[src/rtl/aes_pkg.sv]
// Shared definitions for the AES-128 key-schedule sequencer slice.
//   AES_NR     : last round index (10 for AES-128)
//   AES_KEY_W  : round-key width in bits
//   RK_LAST    : AES_NR as a 4-bit index, for compares against round/address fields
//   state_t    : sequencer states
//   rk_array_t : full set of round keys, index 0 = cipher key
package aes_pkg;

  localparam int unsigned AES_NR    = 10;
  localparam int unsigned AES_KEY_W = 128;
  localparam logic [3:0]  RK_LAST   = 4'(AES_NR);

  typedef logic [AES_KEY_W-1:0] key_t;

  typedef enum logic [1:0] {
    IDLE   = 2'd0,
    CALC   = 2'd1,
    FINISH = 2'd2
  } state_t;

  typedef logic [0:AES_NR][AES_KEY_W-1:0] rk_array_t;

endpackage

[src/rtl/aes_key_sched_seq_if.sv]
// Host-side bus of the AES-128 key-schedule sequencer.
//   start      : request expansion of key_in (master -> slave)
//   key_in     : cipher key, [127:96] = w0     (master -> slave)
//   rd_addr    : round-key read index 0..10    (master -> slave)
//   busy       : expansion in progress         (slave -> master)
//   done       : one-cycle pulse, key 10 stored (slave -> master)
//   keys_valid : all 11 round keys valid       (slave -> master)
//   rd_key     : registered read data          (slave -> master)
interface aes_key_sched_seq_if;
  import aes_pkg::*;

  logic       start;
  key_t       key_in;
  logic [3:0] rd_addr;
  logic       busy;
  logic       done;
  logic       keys_valid;
  key_t       rd_key;

  modport master (
    output start, key_in, rd_addr,
    input  busy, done, keys_valid, rd_key
  );

  modport slave (
    input  start, key_in, rd_addr,
    output busy, done, keys_valid, rd_key
  );

endinterface

[src/rtl/aes_round_key_ram.sv]
// 11 x 128 round-key store: one write port, one registered read port.
//   clk, rst : clock, synchronous active-low reset
//   clr      : clear all slots (zeroize builds only); a same-edge write wins
//   we       : write enable, waddr 0..10, wdata
//   rd_addr  : read index; > 10 reads as 0
//   rd_key   : read data, one cycle after rd_addr (old value on same-slot write)
// Macro KEY_SCHED_ZEROIZE_EN: when defined the store is cleared on reset and
// on clr; otherwise the store has no reset.
module aes_round_key_ram
  import aes_pkg::*;
(
  input  logic       clk,
  input  logic       rst,
  input  logic       clr,
  input  logic       we,
  input  logic [3:0] waddr,
  input  key_t       wdata,
  input  logic [3:0] rd_addr,
  output key_t       rd_key
);

  rk_array_t mem;

`ifdef KEY_SCHED_ZEROIZE_EN
  always_ff @(posedge clk) begin
    if (!rst) begin
      mem <= '0;
    end else begin
      if (clr) mem <= '0;
      if (we && (waddr <= RK_LAST)) mem[waddr] <= wdata;
    end
  end
`else
  // clr is only meaningful when zeroizing
  logic clr_unused;
  assign clr_unused = clr;

  always_ff @(posedge clk) begin
    if (we && (waddr <= RK_LAST)) mem[waddr] <= wdata;
  end
`endif

  always_ff @(posedge clk) begin
    if (!rst) begin
      rd_key <= '0;
    end else if (rd_addr <= RK_LAST) begin
      rd_key <= mem[rd_addr];
    end else begin
      rd_key <= '0;
    end
  end

endmodule

[src/rtl/aes_key_sched_seq.sv]
// AES-128 key-expansion sequencer and round-key store.
// Latches the cipher key as round key 0, then drives an external single-round
// generator (gen_in_key/gen_round) and captures gen_out_key SBOX_LAT cycles
// after each request as round keys 1..10.
//   clk, rst    : clock, synchronous active-low reset
//   bus         : host interface (start/key_in/rd_addr in; busy/done/
//                 keys_valid/rd_key out)
//   gen_round   : round number to the generator (0 when idle)
//   gen_in_key  : previous round key to the generator
//   gen_out_key : next round key from the generator
// Parameters: SBOX_LAT (generator latency, 0 = combinational), NUM_ROUNDS (10).
// Macro KEY_SCHED_ZEROIZE_EN: clear the key store on reset and on every start.
module aes_key_sched_seq
  import aes_pkg::*;
#(
  parameter int unsigned SBOX_LAT   = 1,
  parameter int unsigned NUM_ROUNDS = AES_NR
) (
  input  logic                clk,
  input  logic                rst,
  aes_key_sched_seq_if.slave  bus,
  output logic [3:0]          gen_round,
  output key_t                gen_in_key,
  input  key_t                gen_out_key
);

  localparam logic [3:0] LAT  = 4'(SBOX_LAT);
  localparam logic [3:0] LAST = 4'(NUM_ROUNDS);

  state_t     state;
  logic [3:0] rnd;
  logic [3:0] wait_cnt;
  logic       accept;
  logic       capture;

  // Reset wins over a coincident start, and over a capture.
  assign accept  = rst && (state == IDLE) && bus.start;
  assign capture = rst && (state == CALC) && (wait_cnt == LAT);

  // gen_in_key doubles as the current round key: it is always the most
  // recently stored key, so no separate copy is kept.
  always_ff @(posedge clk) begin
    if (!rst) begin
      state          <= IDLE;
      rnd            <= '0;
      wait_cnt       <= '0;
      bus.busy       <= 1'b0;
      bus.done       <= 1'b0;
      bus.keys_valid <= 1'b0;
      gen_round      <= '0;
      gen_in_key     <= '0;
    end else begin
      bus.done <= 1'b0;
      unique case (state)
        IDLE: begin
          if (bus.start) begin
            rnd            <= 4'd1;
            wait_cnt       <= '0;
            bus.keys_valid <= 1'b0;
            bus.busy       <= 1'b1;
            gen_round      <= 4'd1;
            gen_in_key     <= bus.key_in;
            state          <= CALC;
          end
        end
        CALC: begin
          if (capture) begin
            wait_cnt   <= '0;
            gen_in_key <= gen_out_key;
            if (rnd == LAST) begin
              // drop gen_round here so round 10 is held no longer than the others
              gen_round <= '0;
              state     <= FINISH;
            end else begin
              rnd       <= rnd + 4'd1;
              gen_round <= rnd + 4'd1;
            end
          end else begin
            wait_cnt <= wait_cnt + 4'd1;
          end
        end
        FINISH: begin
          bus.done       <= 1'b1;
          bus.keys_valid <= 1'b1;
          bus.busy       <= 1'b0;
          gen_round      <= '0;
          state          <= IDLE;
        end
        default: state <= IDLE;
      endcase
    end
  end

  aes_round_key_ram u_ram (
    .clk     (clk),
    .rst     (rst),
    .clr     (accept),
    .we      (accept || capture),
    .waddr   (accept ? 4'd0 : rnd),
    .wdata   (accept ? bus.key_in : gen_out_key),
    .rd_addr (bus.rd_addr),
    .rd_key  (bus.rd_key)
  );

endmodule

[src/flat_wrapper.sv]
// flat-port wrapper written by rule: the top's interface ports become plain ports
module aes_key_sched_seq_flat import aes_pkg::*;
#(
  parameter int unsigned SBOX_LAT   = 1,
  parameter int unsigned NUM_ROUNDS = AES_NR
)
  (clk, rst, gen_round, gen_in_key, gen_out_key, bus_start, bus_key_in, bus_rd_addr, bus_busy, bus_done, bus_keys_valid, bus_rd_key);
  aes_key_sched_seq_if bus_i ();
  input  logic clk;
  input  logic rst;
  output logic [3:0] gen_round;
  output key_t gen_in_key;
  input  key_t gen_out_key;
  input wire logic [$bits(bus_i.start)-1:0] bus_start;
  input wire logic [$bits(bus_i.key_in)-1:0] bus_key_in;
  input wire logic [$bits(bus_i.rd_addr)-1:0] bus_rd_addr;
  output wire logic [$bits(bus_i.busy)-1:0] bus_busy;
  output wire logic [$bits(bus_i.done)-1:0] bus_done;
  output wire logic [$bits(bus_i.keys_valid)-1:0] bus_keys_valid;
  output wire logic [$bits(bus_i.rd_key)-1:0] bus_rd_key;
  assign bus_i.start = bus_start;
  assign bus_i.key_in = bus_key_in;
  assign bus_i.rd_addr = bus_rd_addr;
  assign bus_busy = bus_i.busy;
  assign bus_done = bus_i.done;
  assign bus_keys_valid = bus_i.keys_valid;
  assign bus_rd_key = bus_i.rd_key;
  aes_key_sched_seq #(.SBOX_LAT(SBOX_LAT), .NUM_ROUNDS(NUM_ROUNDS)) u_core (.clk(clk), .rst(rst), .bus(bus_i), .gen_round(gen_round), .gen_in_key(gen_in_key), .gen_out_key(gen_out_key));
endmodule
[config.mk]
export PLATFORM = sky130hd
export DESIGN_NAME = aes_key_sched_seq_flat
export DESIGN_NICKNAME = d
export VERILOG_FILES = /design/src/rtl/aes_pkg.sv /design/src/rtl/aes_key_sched_seq_if.sv /design/src/rtl/aes_round_key_ram.sv /design/src/rtl/aes_key_sched_seq.sv /design/src/flat_wrapper.sv
export SDC_FILE = /design/constraint.sdc
export NUM_CORES = 2
export LEC_CHECK = 0
export ABC_CLOCK_PERIOD_IN_PS = 31000
export BUFFER_PORTS_ARGS = -buffer_cell sky130_fd_sc_hd__buf_2
export CORE_UTILIZATION = 50
export CTS_CLUSTER_SIZE = 28
export DETAILED_ROUTE_END_ITERATION = 6
export MAX_ROUTING_LAYER = met4
export PLACE_DENSITY = 0.68
export SLEW_MARGIN = 20
export SYNTH_ARGS = -nofsm -noshare
export SYNTH_HDL_FRONTEND = slang
export SYNTH_SLANG_ARGS = --single-unit
[constraint.sdc]
create_clock -name clk -period 31 [get_ports clk]
set_input_delay 0 -clock clk [delete_from_list [all_inputs] [get_ports clk]]
set_output_delay 0 -clock clk [all_outputs]
set_load 0.005 [all_outputs]
==> impl_metrics.ini <==
[yosys]
synth_top_flop_cell = edfxtp_1
netlist_area_um2 = 64770
yosysWarningCount = 0
seq_area_frac_synth = 0.7371
synthDistinctLibCells = 48
avgSynthCellArea_um2 = 16.28
synth_top_area_cell = edfxtp_1
synthCells = 3979
synth.area.top_cells = edfxtp_1 65%, dfxtp_1 8.4%, mux2i_1 8.0%
syn_nets = 4252
synth-seq-cells = 1681
ys_async_sr_fraction = 0
yosysTopAreaCellShare = 0.6528
synth_edf_count = 1408

[min_path]
min-delay-start = gen_out_key[4]
hp-class = input port to flop

[cts]
clk_latency_ns = 0.78
cts_buffers = 171
htreeDepth = 4
cts_sinks = 1681
cts_setup_buffers = 0
clk_pin_slew_ns = 0.06
cts_tree = yes
ctsRootBufferMaster = clkbuf_16
cts_buffer_depth = 3

[worst_setup_path]
cp_max_fo = 58
end_kind = flop
arrival_ns = 4.67
start_kind = flop
rr_startpoint = u_core.state[0]
crit_path_start = u_core.state[0]
cp.required_ns = 31.39
path_class = flop to flop

[timing]
finalHoldViolCount = 0
fin_crit_sh = 0.1379
fin_crit_ns = 4.275
rsz0062_at_grt = false
fin_skew_ns = 0.02994
tightestPinTransition_ns = 1.127
max-slew-margin-rel = 0.2485
tns_ns = 0
report.final.slew_viol_count = 0
setup_violations = 0
fmax_mhz = 233.9

[finish]
final_common_cell = edfxtp_1
syn_to_final_growth_pct = 21.64
final_cell_area_um2 = 78790
drive_gt1_frac = 0.1911
final_cell_mix = 1408 x edfxtp_1, 529 x nand2_1, 521 x buf_2, 515 x mux2i_1, 439 x dlygate4sd3_1
fill_cells = 9135
nNetsFinal = 5180
final_util = 0.6155

[placement]
placed_area_um2 = 68910
dp_hpwl_um = 82990
globalplace.congestion = 0.8107
io_buffer_count = 525

[floorplan]
ios = 526
fp-row-count = 131
die_y_um = 361.9
dieArea_um2 = 131000
core_um2 = 128000
die_w_um = 361.9
start_util = 0.5060

[pwr]
power_density_nw_per_um2 = 70.34
p_leak_nw = 29.79
irDropWorstVdd_uv = 47.71

[route]
ant_nets = 0
wirelength_um = 165200
drc = 0
vias = 38650
first_iter_violations = 3291
avgRoutedWirePerCell_um = 24.36
viasPerCell = 5.699
first_pass_iters = 5

[global_route]
grt_pass1_wl_um = 245700
grt_pass1_vias = 40120
grt_usage = 0.2571
antenna_found_initial = 4
overflow = 0
grt_max_degree = 129

[run_status]
outcome = finished clean

[flow_run]
drv_cap = 0
==> cells in the mapped netlist (19+ instances only) <==
cell / count
dfxtp_1: 273
mux2i_1: 515
a22oi_1: 128
buf_2: 90
a21oi_1: 132
buf_4: 29
o211a_1: 130
buf_6: 19
o21ai_0: 124
buf_1: 25
edfxtp_1: 1408
o211ai_1: 130
nand2_1: 529
nor2_1: 138
mux4_2: 128
clkbuf_1: 97
==> worst max-delay path, cell delays in order, from the launching register on <==
cell,delay [ns]
dfxtp_1,0.44
inv_1,0.12
ha_1,0.33
and3_4,0.46
or4_4,0.67
nor3_4,0.15
buf_4,0.74
buf_4,0.90
==> final timing paths <==
check             cells after the start                      to  slack, ns
setup reg to reg                      7  u_core.u_ram.mem[1234]      26.73
hold reg to reg                       1   u_core.gen_in_key[67]       0.49
hold / removal                        3  u_core.u_ram.mem[1284]       0.11
setup / recovery                      7  u_core.u_ram.mem[1234]      26.73
==> kinds of logic after synthesis <==
kind of cell,synth area share
flops,0.7371
simple gates,0.04310
compound gates,0.07184
mux,0.1245
buf+inv,0.02138
fa+ha+maj,0.001932
xor+xnor,0.0001352
==> per-layer routing <==
layer | wire length, um | track usage | vias up | part of all wire
met1 | 67720 | 0.3228 | 19720 | 0.41
met5 | 0 | - | - | 0
met4 | 4961 | 0.08732 | 0 | 0.030
met2 | 83240 | 0.4274 | 1399 | 0.50
met3 | 9237 | 0.03952 | 323 | 0.056
li1 | - | - | 17210 | -
==> report_power, final <==
| group | internal [W] | total, W | leakage [nW] | switching, W |
|---|---|---|---|---|
| Combinational | 0.000348 | 0.000829 | 12.1 | 0.000481 |
| Clock | 0.00117 | 0.00201 | 2.68 | 0.000840 |
| Sequential | 0.00264 | 0.00270 | 15.0 | 0.0000597 |
==> sequential cells by signal, summed over array words and instances (netlist names) <==
name and cells:
u_core.bus.busy 1, u_core.bus.done 1, u_core.bus.keys_valid 1, u_core.gen_in_key 128, u_core.gen_round 4, u_core.rnd 4, u_core.state 2, u_core.u_ram.mem 1408
u_core.u_ram.rd_key 128, u_core.wait_cnt 4
==> repair_timing <==
action                    in CTS  in global routing
resized for setup              0                  0
hold endpoints to repair    1577                  0
hold buffers                 439                  0
==> metrics by stage <==
stage	power, W	setup WS, ns	std cells	hold slack [ns]
final	0.005542	26.73	6781	0.1069
after global routing	0.005725	26.49	6780	0.08831
after CTS	0.005547	26.65	6779	0.03477
after detailed placement	0.003434	26.59	6024	0.3670
after global placement	0.003420	26.62	6023	0.3584
after floorplan	0.003163	16.64	3979	0.2069
==> cell type report <==
class	count	area, um2	share of cell area
sequential	1681	47750	0.6060
multi-input combinational	2029	15780	0.2002
timing repair buffer	1018	7601	0.09647
clock buffer	235	4757	0.06038
tap	1729	2163	0.02746
clock inverter	81	721.9	0.009163
inverter	6	22.52	0.0002858
antenna	2	5.005	0.00006352
(Power assumes the default switching activity.)
